### src/rtl/counter_bank_pkg.sv
// counter_bank_pkg
// Shared constants and helpers for the counter bank.
//   MODE_WRAP / MODE_SAT : values for the SATURATE parameter.
//   calc_chan_w()        : width of a channel index (at least one bit).
package counter_bank_pkg;

  localparam int MODE_WRAP = 0;
  localparam int MODE_SAT  = 1;

  // A single-channel bank still needs a one-bit select/load index.
  function automatic int calc_chan_w(input int channels);
    if (channels <= 1) begin
      return 1;
    end
    return $clog2(channels);
  endfunction

endpackage

### src/rtl/counter_bank_cell.sv
// counter_cell
// One counter channel with sticky overflow flag.
// Ports:
//   clock, reset : rising-edge clock, asynchronous active-high reset
//   clr          : synchronous clear of count and ovf (highest priority)
//   ld, ld_val   : load ld_val and clear ovf (beats inc)
//   inc          : increment; at all-ones either wraps or saturates, sets ovf
//   count, ovf   : registered outputs
module counter_cell
  import counter_bank_pkg::*;
#(
  parameter int WIDTH    = 8,
  parameter int SATURATE = MODE_WRAP
) (
  input  logic             clock,
  input  logic             reset,
  input  logic             clr,
  input  logic             ld,
  input  logic [WIDTH-1:0] ld_val,
  input  logic             inc,
  output logic [WIDTH-1:0] count,
  output logic             ovf
);

  localparam logic [WIDTH-1:0] CNT_MAX = '1;
  localparam logic [WIDTH-1:0] CNT_ONE = WIDTH'(1);

  logic [WIDTH-1:0] count_q, count_d;
  logic             ovf_q, ovf_d;

  always_comb begin
    count_d = count_q;
    ovf_d   = ovf_q;
    if (clr) begin
      count_d = '0;
      ovf_d   = 1'b0;
    end else if (ld) begin
      count_d = ld_val;
      ovf_d   = 1'b0;
    end else if (inc) begin
      if (count_q == CNT_MAX) begin
        ovf_d   = 1'b1;
        count_d = (SATURATE == MODE_SAT) ? CNT_MAX : '0;
      end else begin
        count_d = count_q + CNT_ONE;
      end
    end
  end

  always_ff @(posedge clock or posedge reset) begin
    if (reset) begin
      count_q <= '0;
      ovf_q   <= 1'b0;
    end else begin
      count_q <= count_d;
      ovf_q   <= ovf_d;
    end
  end

  assign count = count_q;
  assign ovf   = ovf_q;

endmodule

### src/rtl/counter_bank.sv
// counter_bank
// Bank of CHANNELS independent counters with sticky overflow flags.
// Ports:
//   clock, reset     : rising-edge clock, asynchronous active-high reset
//   inc_en[i]        : increment request for channel i
//   load_en, load_chan, load_val : load one channel (out-of-range index ignored)
//   clear_all        : synchronous clear of every counter and flag
//   sel              : read-select index for get_count_ret
//   count            : all counters, channel i at [i*WIDTH +: WIDTH]
//   ovf              : per-channel sticky overflow flags
//   get_count_ret    : count of channel sel, 0 when sel is out of range
//   any_ovf          : OR of all overflow flags
module counter_bank
  import counter_bank_pkg::*;
#(
  parameter int WIDTH    = 8,
  parameter int CHANNELS = 4,
  parameter int SATURATE = MODE_WRAP,
  localparam int CHAN_W  = calc_chan_w(CHANNELS)
) (
  input  logic                      clock,
  input  logic                      reset,
  input  logic [CHANNELS-1:0]       inc_en,
  input  logic                      load_en,
  input  logic [CHAN_W-1:0]         load_chan,
  input  logic [WIDTH-1:0]          load_val,
  input  logic                      clear_all,
  input  logic [CHAN_W-1:0]         sel,
  output logic [CHANNELS*WIDTH-1:0] count,
  output logic [CHANNELS-1:0]       ovf,
  output logic [WIDTH-1:0]          get_count_ret,
  output logic                      any_ovf
);

  for (genvar i = 0; i < CHANNELS; i++) begin : g_chan
    // No channel decodes an index >= CHANNELS, so such loads fall through.
    logic ld_hit;
    assign ld_hit = load_en && (load_chan == CHAN_W'(i));

    counter_cell #(
      .WIDTH    (WIDTH),
      .SATURATE (SATURATE)
    ) u_cell (
      .clock  (clock),
      .reset  (reset),
      .clr    (clear_all),
      .ld     (ld_hit),
      .ld_val (load_val),
      .inc    (inc_en[i]),
      .count  (count[i*WIDTH +: WIDTH]),
      .ovf    (ovf[i])
    );
  end

  always_comb begin
    get_count_ret = '0;
    for (int i = 0; i < CHANNELS; i++) begin
      if (sel == CHAN_W'(i)) begin
        get_count_ret = count[i*WIDTH +: WIDTH];
      end
    end
  end

  assign any_ovf = |ovf;

endmodule

### config.mk
export PLATFORM = sky130hd
export DESIGN_NAME = counter_bank
export DESIGN_NICKNAME = d
export VERILOG_FILES = /design/src/rtl/counter_bank_pkg.sv /design/src/rtl/counter_bank_cell.sv /design/src/rtl/counter_bank.sv
export SDC_FILE = /design/constraint.sdc
export NUM_CORES = 1
export LEC_CHECK = 0
export CAP_MARGIN = 5
export CORE_MARGIN = 4
export CORE_UTILIZATION = 45
export CTS_CLUSTER_DIAMETER = 150
export DETAILED_ROUTE_END_ITERATION = 10
export PLACE_DENSITY = 0.89
export SYNTH_ARGS = -nofsm -noshare
export SYNTH_HDL_FRONTEND = slang
export SYNTH_HIERARCHICAL = 1
export SYNTH_SLANG_ARGS = --single-unit
### constraint.sdc
create_clock -name clock -period 1.5 [get_ports clock]
set_clock_uncertainty 0.1 [all_clocks]
set_input_delay 0.375 -clock clock [delete_from_list [all_inputs] [get_ports clock]]
set_output_delay 0.375 -clock clock [all_outputs]
set_load 0.02 [all_outputs]
==> results.sh, run 1 <==
export IMPL_worstRegToRegCells=5
export IMPL_ctsLongestPathBuffers=2
export IMPL_rrSetupSlack_ns=-0.12
export IMPL_insertion_delay_ns=0.30
export IMPL_rows=27
export IMPL_vias=3468
export IMPL_wirelength_mm=12.3
export IMPL_grt_pass1_vias=3129
export IMPL_ff_latch_area_um2=930
export IMPL_port_buffers=64
export IMPL_setup_violations_final=26
export IMPL_postRouteAntennaNets=0
export IMPL_leakagePower_nw=1.98
export IMPL_synth_edf_count=0
export IMPL_nets=474
export IMPL_async_reset_ff_share_pct=100
export IMPL_dp_slack_ns=-1.09
export IMPL_drv_slew=0
export IMPL_dr_wl_met3_mm=1.42
export IMPL_synth_avg_cell_area_um2=9.06
export IMPL_dieArea_um2=7150
export IMPL_vias_per_cell=6.63
export IMPL_outcome="complete, but fails checks"
export IMPL_violations="setup timing"
export IMPL_endpoint_kind="output port"
export IMPL_r2r_start="g_chan[3].u_cell/count[1]"
export IMPL_synth_most_common_cell="dfrtp_1"
export IMPL_max_vdd_ir_drop_v=0.000511
export IMPL_synth_top_area_cell="dfrtp_1"
export IMPL_highest_layer="met4"
export IMPL_ys_ff_latch=36
export IMPL_netlist_area_leader_share_pct=34.2
export IMPL_antenna_cells=0
export IMPL_worstMarginPinSlew_ns=0.435
export IMPL_place_congestion=0.957
export IMPL_seq_area_frac_synth_pct=34.2
export IMPL_io_pins=65
export IMPL_cp_startpoint="g_chan[2].u_cell/count[3]"
export IMPL_power_density_nw_per_um2=658
export IMPL_yosys_most_used_dff="dfrtp_1"
export IMPL_hold_violations=0
export IMPL_max_freq_mhz=536
export IMPL_start_kind="flop"
export IMPL_ys_types=38
export IMPL_wl_met1_mm=4.24
export IMPL_place_inst=494
export IMPL_arrival_ns=1.39
export IMPL_rsz0062_at_grt="true"
export IMPL_maxCapViolations=0
export IMPL_dp_hpwl_mm=7.54
export IMPL_critical_path_peak_fanout=2
export IMPL_synth_warnings=6
export IMPL_dr_wl_met2_mm=5.84
export IMPL_place_area_um2=4010
export IMPL_dr_pass1_iters=7
export IMPL_wl_per_cell_um=23.5
export IMPL_synthTopCellsByCount="dfrtp_1, inv_1, nand2_1, nor2_1, a21oi_1"
export IMPL_fin_cells=523
export IMPL_grt_max_degree=17
export IMPL_drive_gt1_share_pct=53.2
export IMPL_fin_crit_sh_pct=124
export IMPL_grt_usage_pct=29.9
export IMPL_coreArea_um2=5610
export IMPL_clock_root_buffer="clkbuf_8"
export IMPL_syn2layout_area_growth_pct=70.6
export IMPL_drc=0
export IMPL_cts_sinks=36
export IMPL_crit_type="reg2out"
export IMPL_clk_pin_slew_worst_paths_ns=0.08
export IMPL_die_w_um=84.6
export IMPL_final_cell_area_um2=4500
export IMPL_first_iter_violations=295
export IMPL_synth_top_cells_by_area="dfrtp_1, mux4_2, inv_1, a21oi_1, nand2_1"
export IMPL_multi_input_area_um2=1750
export IMPL_max_slew_margin_pct=70.9
export IMPL_cts_made_buffers=5
export IMPL_start_util_pct=47.0
export IMPL_h_tree_depth=2
export IMPL_r2r_end="g_chan[3].u_cell/count[7]"
export IMPL_endpoint="get_count_ret[3]"
export IMPL_fill_cells=330
export IMPL_cts_tree="done"
export IMPL_synth_nets=315
export IMPL_grt_pass1_wl_mm=16.9
export IMPL_syn_inst=291
export IMPL_antenna_found_initial=0
export IMPL_synth_area_um2=2640
export IMPL_grt_overflow=0
export IMPL_period_minus_slack_ns=1.87
export IMPL_hold_class="in2async"
export IMPL_critical_path_required_ns=1.02
export IMPL_utilization_pct=80.3
export IMPL_die_h_um=84.6
export IMPL_setup_slack_ns=-0.365
cells by family after synthesis:
group,after synthesis,share of synthesized area [%]
multiplexers,12,8.54
AO/OA/AOI/OAI,76,20.7
adder cells (fa/ha/maj),4,1.90
buffers and inverters,42,6.50
XOR/XNOR,8,2.66
flip-flops,36,34.2
AND/OR/NAND/NOR,113,25.6
registers in the layout, summed over array words and instances, names as in the netlist:
name / cells
g_chan.u_cell/ovf: 4
g_chan.u_cell/count: 32
how the worst min path moves through the flow:
stage | end | slack (ns) | cells after the start
2_1_floorplan | g_chan[2].u_cell/count[6] | 0.10 | 1
3_5_place_dp | g_chan[2].u_cell/ovf | 0.50 | 2
3_3_place_gp | g_chan[2].u_cell/ovf | 0.48 | 2
6_report | g_chan[0].u_cell/ovf | 0.43 | 2
5_1_grt | g_chan[1].u_cell/ovf | 0.45 | 2
4_1_cts | g_chan[1].u_cell/ovf | 0.40 | 2
cell usage in the layout (no fill, tap or decap), types with 6 or more instances in the layout:
cell type	n
buf_4	82
buf_6	61
inv_1	25
dfrtp_2	23
nand2_1	21
a21oi_1	17
nor2_1	17
nand3_1	16
dfrtp_1	13
clkdlybuf4s50_1	10
mux4_2	8
xor2_1	8
nand4_1	8
o21ai_0	7
or3b_4	7
o221ai_1	7
clkbuf_8	6
nor2_2	6
layout make-up:
class	instances	area share (%)
Clock buffer	8	2.00
Sequential cell	36	20.7
Multi-Input combinational cell	213	39.0
Inverter	28	2.59
Timing Repair Buffer	166	33.8
Tap cell	72	2.00
critical path, stage by stage, from the launching register on:
cell     delay, ns
dfrtp_2       0.45
mux4_2        0.49
buf_6         0.15
power by group:
part | switching, mW | total (mW) | internal, mW
clock network | 0.386 | 0.762 | 0.376
logic | 0.575 | 1.11 | 0.531
registers | 0.0600 | 1.09 | 1.03
total | 1.02 | 2.96 | 1.94
per-stage QoR:
step	hold WS [ns]	TNS (ns)	power [mW]
after global placement	0.481	-26.74	1.98
after floorplan	0.102	-0.236	1.53
after CTS	0.399	-3.23	2.77
after global routing	0.448	-4.64	3.05
after detailed placement	0.497	-29.37	2.01
final	0.427	-3.97	2.96
timing repair:
action,in CTS,in global routing
setup buffers,10,23
hold buffers,0,0
setup endpoints to repair,81,66
gates cloned,0,1
pin swaps,6,16
resized for setup,272,73
hold endpoints to repair,0,0
per-layer routing:
layer / GRT usage (%) / vias up
met4: 10.9 / 0
met3: 5.50 / 100
met5: 0 / -
met1: 39.3 / 1640
li1: - / 1412
met2: 49.0 / 316
No activity file was read; power rests on OpenSTA's default activity.
==> run 2: changes to the inputs <==
- CELL_PAD_IN_SITES_DETAIL_PLACEMENT: not set -> 1
- CELL_PAD_IN_SITES_GLOBAL_PLACEMENT: not set -> 1
- CORE_UTILIZATION: 45 -> 34
==> results.sh, run 2 (synthesis results as in run 1) <==
export IMPL_outcome="complete, but fails checks"
export IMPL_violations="setup timing"
export IMPL_grt_pass1_vias=3835
export IMPL_drv_slew=0
export IMPL_dp_hpwl_mm=9.34
export IMPL_drc=0
export IMPL_ctsHoldBuffers=0
export IMPL_r2r_start="g_chan[2].u_cell/count[0]"
export IMPL_highest_layer="met5"
export IMPL_vias_per_cell=6.55
export IMPL_dr_wl_met3_mm=1.71
export IMPL_cts_tree="done"
export IMPL_setup_slack_ns=-0.477
export IMPL_start_util_pct=35.6
export IMPL_period_minus_slack_ns=1.98
export IMPL_clkPwrFrac_pct=27.9
export IMPL_leakagePower_nw=2.12
export IMPL_max_vdd_ir_drop_v=0.000661
export IMPL_dr_pass1_iters=5
export IMPL_die_h_um=96.1
export IMPL_crit_type="reg2out"
export IMPL_postRouteAntennaNets=0
export IMPL_clock_root_buffer="clkbuf_8"
export IMPL_switching_share_pct=36.5
export IMPL_hold_class="in2async"
export IMPL_nets=478
export IMPL_syn2layout_area_growth_pct=89.0
export IMPL_first_iter_violations=306
export IMPL_critPathTopFamily="multiplexers"
export IMPL_worstMarginPinSlew_ns=0.618
export IMPL_fill_cells=789
export IMPL_h_tree_depth=2
export IMPL_ctsLongestPathBuffers=2
export IMPL_largest_reg_flops=32
export IMPL_p_comb_share_pct=39.2
export IMPL_mostFrequentLayoutCells="buf_6, buf_4, inv_1, dfrtp_2, nand2_1"
export IMPL_drive_gt1_share_pct=63.1
export IMPL_p_int_mw=2.14
export IMPL_cts_sinks=36
export IMPL_wirelength_mm=17.8
export IMPL_vias=3629
export IMPL_critPathBufInv=1
export IMPL_setup_violations_final=52
export IMPL_rows=31
export IMPL_dieArea_um2=9230
export IMPL_clk_pin_slew_worst_paths_ns=0.09
export IMPL_antenna_found_initial=1
export IMPL_hold_violations=0
export IMPL_worstPathCellList="mux4_2 -> buf_6"
export IMPL_io_pins=65
export IMPL_net_switching_power_mw=1.23
export IMPL_dr_wl_met2_mm=8.23
export IMPL_port_buffers=64
export IMPL_coreArea_um2=7410
export IMPL_grt_pass1_wl_mm=22.9
export IMPL_power_density_nw_per_um2=676
export IMPL_timing_critical_path_slowest_stage_cell="mux4_2"
export IMPL_insertion_delay_ns=0.30
export IMPL_sequentialPowerShare_pct=32.9
export IMPL_place_congestion=0.948
export IMPL_wl_per_cell_um=32.1
export IMPL_cts_made_buffers=5
export IMPL_critical_path_peak_fanout=2
export IMPL_fin_cells=554
export IMPL_max_slew_margin_pct=58.8
export IMPL_grt_max_degree=13
export IMPL_arrival_ns=1.50
export IMPL_endpoint_kind="output port"
export IMPL_grt_usage_pct=34.6
export IMPL_antenna_cells=0
export IMPL_wl_met1_mm=6.29
export IMPL_p_total_mw=3.37
export IMPL_die_w_um=96.1
export IMPL_slowest_delay_ns=0.56
export IMPL_start_kind="flop"
export IMPL_fin_crit_sh_pct=132
export IMPL_max_freq_mhz=506
export IMPL_hold_ws_ns=0.484
export IMPL_grt_overflow=0
export IMPL_maxCapViolations=0
export IMPL_rsz0062_at_grt="true"
export IMPL_cp_startpoint="g_chan[3].u_cell/count[2]"
export IMPL_critical_path_required_ns=1.02
export IMPL_layout_commonest_cell="buf_6"
export IMPL_place_inst=516
run 2: power groups by stage:
stage               clock (mW)  sequential (mW)  combinational [mW]
detailed placement           0             1.10               0.939
CTS                      0.902             1.09                1.08
global route             0.985             1.11                1.36
floorplan                    0             1.22               0.313
global placement             0             1.10               0.891
finish                   0.938             1.11                1.32
run 2: worst register-to-register path, delay by kind of cell (launching register included):
family	cells	cell delay, ns
flops	1	0.43
fa+ha+maj	1	0.18
simple gates	2	0.44
compound gates	1	0.27
buf+inv	3	0.30
run 2: layer usage:
metal	GRT usage (%)	vias up
li1	-	1415
met1	37.5	1783
met2	58.1	311
met3	11.4	118
met4	21.0	2
met5	0	-
run 2: final timing paths:
check                                       endpoint  slack (ns)  cells after the start
max                                 get_count_ret[2]       -0.48                      2
min                        g_chan[3].u_cell/count[7]        0.48                      2
max reg2reg                g_chan[2].u_cell/count[6]       -0.31                      7
min reg2reg                     g_chan[3].u_cell/ovf        0.60                      2
max in group asynchronous  g_chan[0].u_cell/count[2]        0.29                      2
min in group clock         g_chan[3].u_cell/count[6]        0.50                      4
run 2: repair_timing:
action	4_1_cts	5_1_grt
gates resized for setup	335	123
endpoints found under the setup margin	79	73
hold endpoints to repair	0	0
setup buffers	23	36
pin swaps	17	30
run 2: metrics by stage:
step	setup TNS (ns)	setup WS, ns	cell area, um2	util [%]
3_5_place_dp	-29.84	-1.10	4000	54.0
4_1_cts	-4.54	-0.440	4490	60.5
2_1_floorplan	-0.236	-0.0264	2750	-
6_report	-7.21	-0.477	4980	67.3
5_1_grt	-8.05	-0.474	4980	67.3
3_3_place_gp	-27.49	-1.05	4000	54.0
run 2: area by class of cell:
cell class	instances	area (um2)	area share (%)
inverters	28	113	2.26
well taps	99	124	2.48
repair buffers	170	1690	34.0
flip-flops and latches	36	933	18.7
multi-input cells	213	2010	40.3
clock buffers	5	68.8	1.38
clock inverters	3	42.5	0.853
